$ cat config.mk
export PLATFORM = sky130hd
export DESIGN_NAME = rggen_lock_key_sequencer
export DESIGN_NICKNAME = d
export VERILOG_FILES = /design/src/rtl/rggen_lock_key_sequencer.sv
export SDC_FILE = /design/constraint.sdc
export NUM_CORES = 1
export LEC_CHECK = 0
export BUFFER_PORTS_ARGS = -buffer_cell sky130_fd_sc_hd__buf_2
export CAP_MARGIN = 20
export CORE_MARGIN = 1.5
export CORE_UTILIZATION = 45
export CTS_BUF_LIST = sky130_fd_sc_hd__clkbuf_8
export DETAILED_ROUTE_END_ITERATION = 6
export PLACE_DENSITY = 0.79
export SETUP_SLACK_MARGIN = 0.15
export SKIP_LAST_GASP = 1
export SLEW_MARGIN = 0
export SYNTH_ARGS = -nofsm -noshare
export SYNTH_HDL_FRONTEND = slang
export SYNTH_SLANG_ARGS = --single-unit
export TNS_END_PERCENT = 20
$ cat constraint.sdc
create_clock -name clk -period 1.9 [get_ports clk]
set_input_delay 0.38 -clock clk [delete_from_list [all_inputs] [get_ports clk]]
set_output_delay 0.38 -clock clk [all_outputs]
set_load 0.02 [all_outputs]
$ cat src/rtl/rggen_lock_key_sequencer.sv
// Key-sequence lock controller: two ordered key writes open a bounded window
// during which lock-mode / enable-mode protected fields may be written.
module rggen_lock_key_sequencer #(
    parameter int                   KEY_WIDTH   = 32,
    parameter logic [KEY_WIDTH-1:0] KEY0        = KEY_WIDTH'(32'h0000_C0DE),
    parameter logic [KEY_WIDTH-1:0] KEY1        = KEY_WIDTH'(32'h0000_5AFE),
    parameter int                   TIMEOUT     = 256,
    parameter int                   ONE_SHOT    = 0,
    parameter int                   COUNT_WIDTH = (TIMEOUT < 1) ? 1 : $clog2(TIMEOUT + 1)
) (
    input  logic                   clk,
    input  logic                   rst,
    input  logic                   i_key_valid,
    input  logic [KEY_WIDTH-1:0]   i_key_data,
    input  logic                   i_protected_write,
    input  logic                   i_force_lock,
    output logic                   o_lock,
    output logic                   o_enable,
    output logic                   o_key_error,
    output logic [COUNT_WIDTH-1:0] o_remaining
);

    typedef enum logic [1:0] {
        ST_LOCKED   = 2'b00,
        ST_ARMED    = 2'b01,
        ST_UNLOCKED = 2'b10
    } state_t;

    localparam logic [COUNT_WIDTH-1:0] CNT_LOAD    = COUNT_WIDTH'(TIMEOUT);
    localparam logic [COUNT_WIDTH-1:0] CNT_ONE     = COUNT_WIDTH'(1);
    localparam logic [COUNT_WIDTH-1:0] CNT_ZERO    = {COUNT_WIDTH{1'b0}};
    localparam logic                   TIMEOUT_EN  = (TIMEOUT != 0);
    localparam logic                   ONE_SHOT_EN = (ONE_SHOT != 0);

    state_t                 state_r;
    logic [COUNT_WIDTH-1:0] cnt_r;
    logic                   lock_r;
    logic                   enable_r;
    logic                   key_error_r;

    logic key0_hit_s;
    logic key1_hit_s;
    logic window_end_s;

    assign key0_hit_s   = (i_key_data == KEY0);
    assign key1_hit_s   = (i_key_data == KEY1);
    // Any key write, a one-shot protected write, or the last counted cycle closes the window.
    assign window_end_s = i_key_valid
                        | (ONE_SHOT_EN & i_protected_write)
                        | (TIMEOUT_EN & (cnt_r == CNT_ONE));

    // Single FSM register: state, window counter and every output move on the same edge.
    always_ff @(posedge clk or posedge rst) begin
        if (rst) begin
            state_r     <= ST_LOCKED;
            cnt_r       <= CNT_ZERO;
            lock_r      <= 1'b1;
            enable_r    <= 1'b0;
            key_error_r <= 1'b0;
        end else if (i_force_lock) begin
            // Force-lock swallows a same-cycle key without flagging it.
            state_r     <= ST_LOCKED;
            cnt_r       <= CNT_ZERO;
            lock_r      <= 1'b1;
            enable_r    <= 1'b0;
            key_error_r <= 1'b0;
        end else begin
            case (state_r)
                ST_LOCKED: begin
                    cnt_r    <= CNT_ZERO;
                    lock_r   <= 1'b1;
                    enable_r <= 1'b0;
                    if (i_key_valid && key0_hit_s) begin
                        state_r     <= ST_ARMED;
                        key_error_r <= 1'b0;
                    end else if (i_key_valid) begin
                        state_r     <= ST_LOCKED;
                        key_error_r <= 1'b1;
                    end else begin
                        state_r     <= ST_LOCKED;
                        key_error_r <= 1'b0;
                    end
                end
                ST_ARMED: begin
                    // KEY1 is checked before KEY0 so equal keys still unlock.
                    if (i_key_valid && key1_hit_s) begin
                        state_r     <= ST_UNLOCKED;
                        cnt_r       <= CNT_LOAD;
                        lock_r      <= 1'b0;
                        enable_r    <= 1'b1;
                        key_error_r <= 1'b0;
                    end else if (i_key_valid && key0_hit_s) begin
                        state_r     <= ST_ARMED;
                        cnt_r       <= CNT_ZERO;
                        lock_r      <= 1'b1;
                        enable_r    <= 1'b0;
                        key_error_r <= 1'b0;
                    end else if (i_key_valid) begin
                        state_r     <= ST_LOCKED;
                        cnt_r       <= CNT_ZERO;
                        lock_r      <= 1'b1;
                        enable_r    <= 1'b0;
                        key_error_r <= 1'b1;
                    end else begin
                        state_r     <= ST_ARMED;
                        cnt_r       <= CNT_ZERO;
                        lock_r      <= 1'b1;
                        enable_r    <= 1'b0;
                        key_error_r <= 1'b0;
                    end
                end
                ST_UNLOCKED: begin
                    key_error_r <= 1'b0;
                    if (window_end_s) begin
                        state_r  <= ST_LOCKED;
                        cnt_r    <= CNT_ZERO;
                        lock_r   <= 1'b1;
                        enable_r <= 1'b0;
                    end else if (TIMEOUT_EN) begin
                        state_r  <= ST_UNLOCKED;
                        cnt_r    <= cnt_r - CNT_ONE;
                        lock_r   <= 1'b0;
                        enable_r <= 1'b1;
                    end else begin
                        // No timeout: window stays open and the counter reads 0.
                        state_r  <= ST_UNLOCKED;
                        cnt_r    <= CNT_ZERO;
                        lock_r   <= 1'b0;
                        enable_r <= 1'b1;
                    end
                end
                default: begin
                    // Corrupted state encoding falls back to the safe locked state.
                    state_r     <= ST_LOCKED;
                    cnt_r       <= CNT_ZERO;
                    lock_r      <= 1'b1;
                    enable_r    <= 1'b0;
                    key_error_r <= 1'b0;
                end
            endcase
        end
    end

    assign o_lock      = lock_r;
    assign o_enable    = enable_r;
    assign o_key_error = key_error_r;
    assign o_remaining = cnt_r;

endmodule

Yosys cells after proc, flatten, opt, wreduce, memory -nomap -nowiden
Cells that the tools add are included.
W data, S select, Z words.
{ "totals": {"ff_bits": 14, "latchBits": 0, "mem_bits_rw": 0, "mem_bits_ro": 0, "out_inout_bits": 12, "memories": 0} }
{ "op_classes": {"n_addsub": 1, "multipliers": 0, "div_mod_pow": 0, "magnitude_cmp": 0, "eq_ne": 5, "n_shift": 0, "mux": 24, "bitwise_logic": 1, "n_reduce_logical": 3} }
{ "op_table": {"columns": ["cell", "count"], "rows": [
  ["$eq A32 B15 Y1 const B", 1],
  ["$eq A32 B16 Y1 const B", 1],
  ["$mux W9", 3],
  ["$pmux W9 S2", 1],
  ["$mux W1", 13],
  ["$eq A9 B1 Y1 const B", 1],
  ["$sub A9 B1 Y9 const B", 1],
  ["$mux W2", 3],
  ["$pmux W1 S2", 3],
  ["$pmux W2 S3", 1],
  ["$eq A2 B1 Y1 const B", 1],
  ["$eq A2 B2 Y1 const B", 1],
  ["$logic_and A1 B1 Y1", 2],
  ["$logic_not A2 Y1", 1],
  ["$or A1 B1 Y1", 1]
]} }

Depth between registers and ports, before layout
{ "depth": {"depth_word": 6, "ltp_mapped": 6, "mapped_depth_nobuf": 6} }

Worst setup path after synthesis
No wires, ideal clock.
{ "synth_path": {"path_kind": "input to register", "from": "in i_key_data[10]", "to": "reg key_error_r, in the netlist o_key_error", "t_arrival_ns": 1.616, "path_slack_ns": 0.164, "path_stages": 5, "path_buffers": 0, "cell_sequence": "or4b_4 -> nor4_4 -> and4_4 -> or2b_2 -> a21oi_1"} }
{ "synth_via": {"elab_chain_len": 6, "elab_cells_between_ends": 8, "classes_between": "2 x eq/ne; 4 x mux; 2 x reduce/logical"} }
{ "synth_rtl": {"columns": ["item", "line", "source"], "rows": [
  ["from (decl)", "14", "input logic [KEY_WIDTH-1:0] i_key_data,"],
  ["$eq A32 B16 Y1", "45", "assign key0_hit_s = (i_key_data == KEY0);"],
  ["$logic_and A1 B1 Y1", "73, 92", null],
  ["$mux W1", "92", "end else if (i_key_valid && key0_hit_s) begin"],
  ["$mux W1", "86", "if (i_key_valid && key1_hit_s) begin"],
  ["$pmux W1 S2 *", "68", "case (state_r)"],
  ["$mux W1 *", "60", "end else if (i_force_lock) begin"],
  ["to (signal assigned)", "59", "key_error_r <= 1'b0;"],
  ["to (signal assigned)", "91", "key_error_r <= 1'b0;"],
  ["to (signal assigned)", "97", "key_error_r <= 1'b0;"],
  ["to (decl)", "39", "logic key_error_r;"]
]} }
Mark *: on every way between the ends. The rest lies on a longest branch, timed or not.

Worst setup path in the final report
Same ends and word-level chain as after synthesis.

==> key figures <==
Critical path
  • Reg2reg setup slack: 0.31 ns
  • Start point of the critical path: i_key_data[10]
  • CP endpoint kind: flip-flop
  • Crit-path slowest cell: or4b_4
  • Register-to-Register Path Depth: 5
  • Reg-to-reg critical path startpoint: o_remaining[3]
  • Critical Path Start Type: input pin
  • CP max FO: 3
  • Crit path buf inv count: 1
  • CP top delay family: simple AND/OR/NAND/NOR gates
  • Arr. time, crit path: 1.76 ns
  • CP Capture Point: o_key_error
  • Crit path depth: 6
  • Worst Setup Path Type: input pin to flip-flop
  • Crit-path cells: buf_2 > or4b_4 > nor4_4 > and4_4 > or2b_2 > a21oi_1
  • Reg-to-reg endpoint: o_remaining[8]
  • CP peak stage delay: 0.54 ns
  • Required time of the critical path: 2.03 ns

Timing
  • Final hold slack: 0.149 ns
  • Fin crit period: 1.63 ns
  • Setup_tns: 0 ns
  • Final-report max-slew violation count: 0
  • Final setup margin: 0.270 ns
  • Clock Skew: 0.00809 ns
  • Count of final setup violators: 0
  • Tightest Pin Transition: 0.517 ns
  • Fin. Hold Viols: 0
  • Final Cycle Share: 85.8%
  • Slew margin rel.: 65.5%
  • RSZ-0062 raised after global routing: no
  • F_max: 614 MHz

Logic synthesis
  • Synthesized cell area: 860 µm²
  • Most common cell in the synthesized netlist: dfrtp_1
  • Synth Warn #: 0
  • Simple-gate portion of the synthesized area: 33.3%
  • Seq cells post-synth: 14
  • Avg Cell Area, Syn: 10.0 µm²
  • Synth Flop Type: dfrtp_1
  • Sequential-to-total area share from yosys stat: 40.9%
  • Most frequent cells after synthesis: dfrtp_1, nor2_1, inv_1, ha_1
  • Post-synth ARST share: 100%
  • EDFF count, synth: 0
  • Post-synthesis xor/xnor area fraction: 7.13%
  • Synth Area in Compound Gates: 6.40%
  • Mapped Nets: 129
  • Mux cell area share after synthesis: 0%
  • Adder-cell share of the synthesized area: 8.73%
  • Largest family of logic cells by synthesized area: simple AND/OR/NAND/NOR gates
  • Yosys top cell area share: 37.8%
  • Cell count after synthesis: 86
  • Area leader, netlist: dfrtp_1
  • Yosys cell types: 35
  • Ranking of synthesized cells by area: dfrtp_1, ha_1, xnor2_1

Final layout
  • Design Area, Final: 0.00118 mm²
  • Final antenna diode count: 0
  • Filler Cells Inserted: 154
  • Register Area: 352 µm²
  • Area of the multi-input gates: 483 µm²
  • Layout area overhead: 37.7%
  • Share of cells above drive strength 1: 46.4%
  • Final #Nets: 182

Power and ir drop
  • Sw Pwr: 137 µW
  • Switching share of power: 22.4%
  • Power share of the clock group: 41.6%
  • Pint: 475 µW
  • Combinational power share: 9.5%
  • Design Power: 613 µW
  • Sequential Power Share: 48.9%
  • Worst VDD drop: 298 µV
  • P per Cell Area: 517 mW/mm²
  • P_leak: 0.000659 µW

Clock network
  • CTS root buf: clkbuf_8
  • Clk Latency, worst-skew pair: 0.25 ns
  • CTS buffer count: 3
  • Total number of H-tree levels: 1
  • Post-CTS Hold Fix Bufs: 0
  • Clock Sinks: 14
  • Clock buffer depth: 2
  • CTS tree: built
  • Clock transition at path regs: 0.06 ns

Floorplan
  • Top Ports: 49
  • Site row count: 15
  • Starting density of the core: 48.7%
  • Die Height: 46.7 µm
  • Die Area: 0.00218 mm²
  • Core area: 0.00176 mm²
  • Die width: 46.7 µm

Global route
  • Pin count of the biggest net entering global routing: 15
  • Antenna violations before repair: 0
  • Overall Global Routing Usage: 20.3%
  • First-pass GRT wire length: 3010 µm
  • Gr ovfl total: 0
  • Vias in the first global route: 732

Min path
  • Hold Crit Class: input pin to async pin

Routing
  • Vias per cell: 5.15
  • Vias: 839
  • Final WL: 1890 µm
  • DRT Pass-1 Iters: 4
  • Residual DRC: 0
  • Antenna Violating Nets Remaining: 0
  • Metal-1 WL: 713 µm
  • Drt wl/cell: 11.6 µm
  • DR WL met2: 992 µm
  • DR top layer: met4
  • Initial drt markers: 8
  • Met3 routed WL: 141 µm

Place
  • Placed cell area: 0.00113 mm²
  • Dpl hpwl: 1540 µm
  • RePlAce Congestion: 0.762
  • Worst slack, placed: 0.00362 ns
  • IO Port Bufs: 47

Flow run
  • Maximum Capacitance Violations: 0

Outcome
  • Outcome: completed
[sequential cells by signal (all words and copies together) (netlist names)]
register	count
o_key_error	1
o_lock	1
state_r	2
o_enable	1
o_remaining	9
[cells in the final DEF (no fill, tap or decap), drive strengths merged, types with 2 or more instances in the layout]
cell    instances
nor2           11
and2            2
inv             9
dfrtp          13
xor2            2
nor4            5
nand2           5
clkbuf          3
nand3           2
nor2b           2
buf            48
nor3            5
xnor2           5
a21oi           2
ha              6
nand4           2
[per-layer routing]
layer | up-vias | GRT usage [%]
met5 | - | 0
met4 | 0 | 11.7
met3 | 5 | 2.75
met2 | 49 | 38.6
met1 | 381 | 21.0
li1 | 404 | -
[cell type report]
cell class	instances	area share, %
clock inverters	1	0.317
flip-flops and latches	14	29.7
clock buffers	3	3.49
inverters	8	2.54
repair buffers	48	20.5
well taps	25	2.64
multi-input cells	64	40.8
[power by group through the flow]
stage	clock network [µW]	registers (µW)	logic (µW)
finish	255	300	58.0
global placement	0	305	57.0
detailed placement	0	305	58.9
floorplan	0	306	15.2
CTS	258	300	59.1
global route	266	300	65.7
[worst min path at each step]
| stage | end | cells after the start |
|---|---|---|
| global route | o_remaining[1] | 2 |
| floorplan | o_enable | 1 |
| CTS | o_remaining[1] | 2 |
| global placement | o_enable | 2 |
| finish | o_remaining[5] | 2 |
| detailed placement | o_enable | 2 |
[cell families after synthesis]
family                     count (synthesis)
AOI/OAI and AO/OA                          7
xor gates and xnor gates                   7
adders and majority gates                  6
buffers and inverters                      8
DFF                                       14
and+or+nand+nor                           44
[timing repair]
item	4_1_cts	5_1_grt
setup buffers	0	0
resized for setup	0	2
setup endpoints to repair	0	8
endpoints found under the hold margin	0	0
[per-stage QoR]
step	instances	util [%]
after floorplan	86	-
after global placement	159	64.3
after detailed placement	159	64.3
after CTS	163	66.8
after global routing	163	67.1
final	163	67.1
Note: power is estimated with default switching activity, not from simulation.
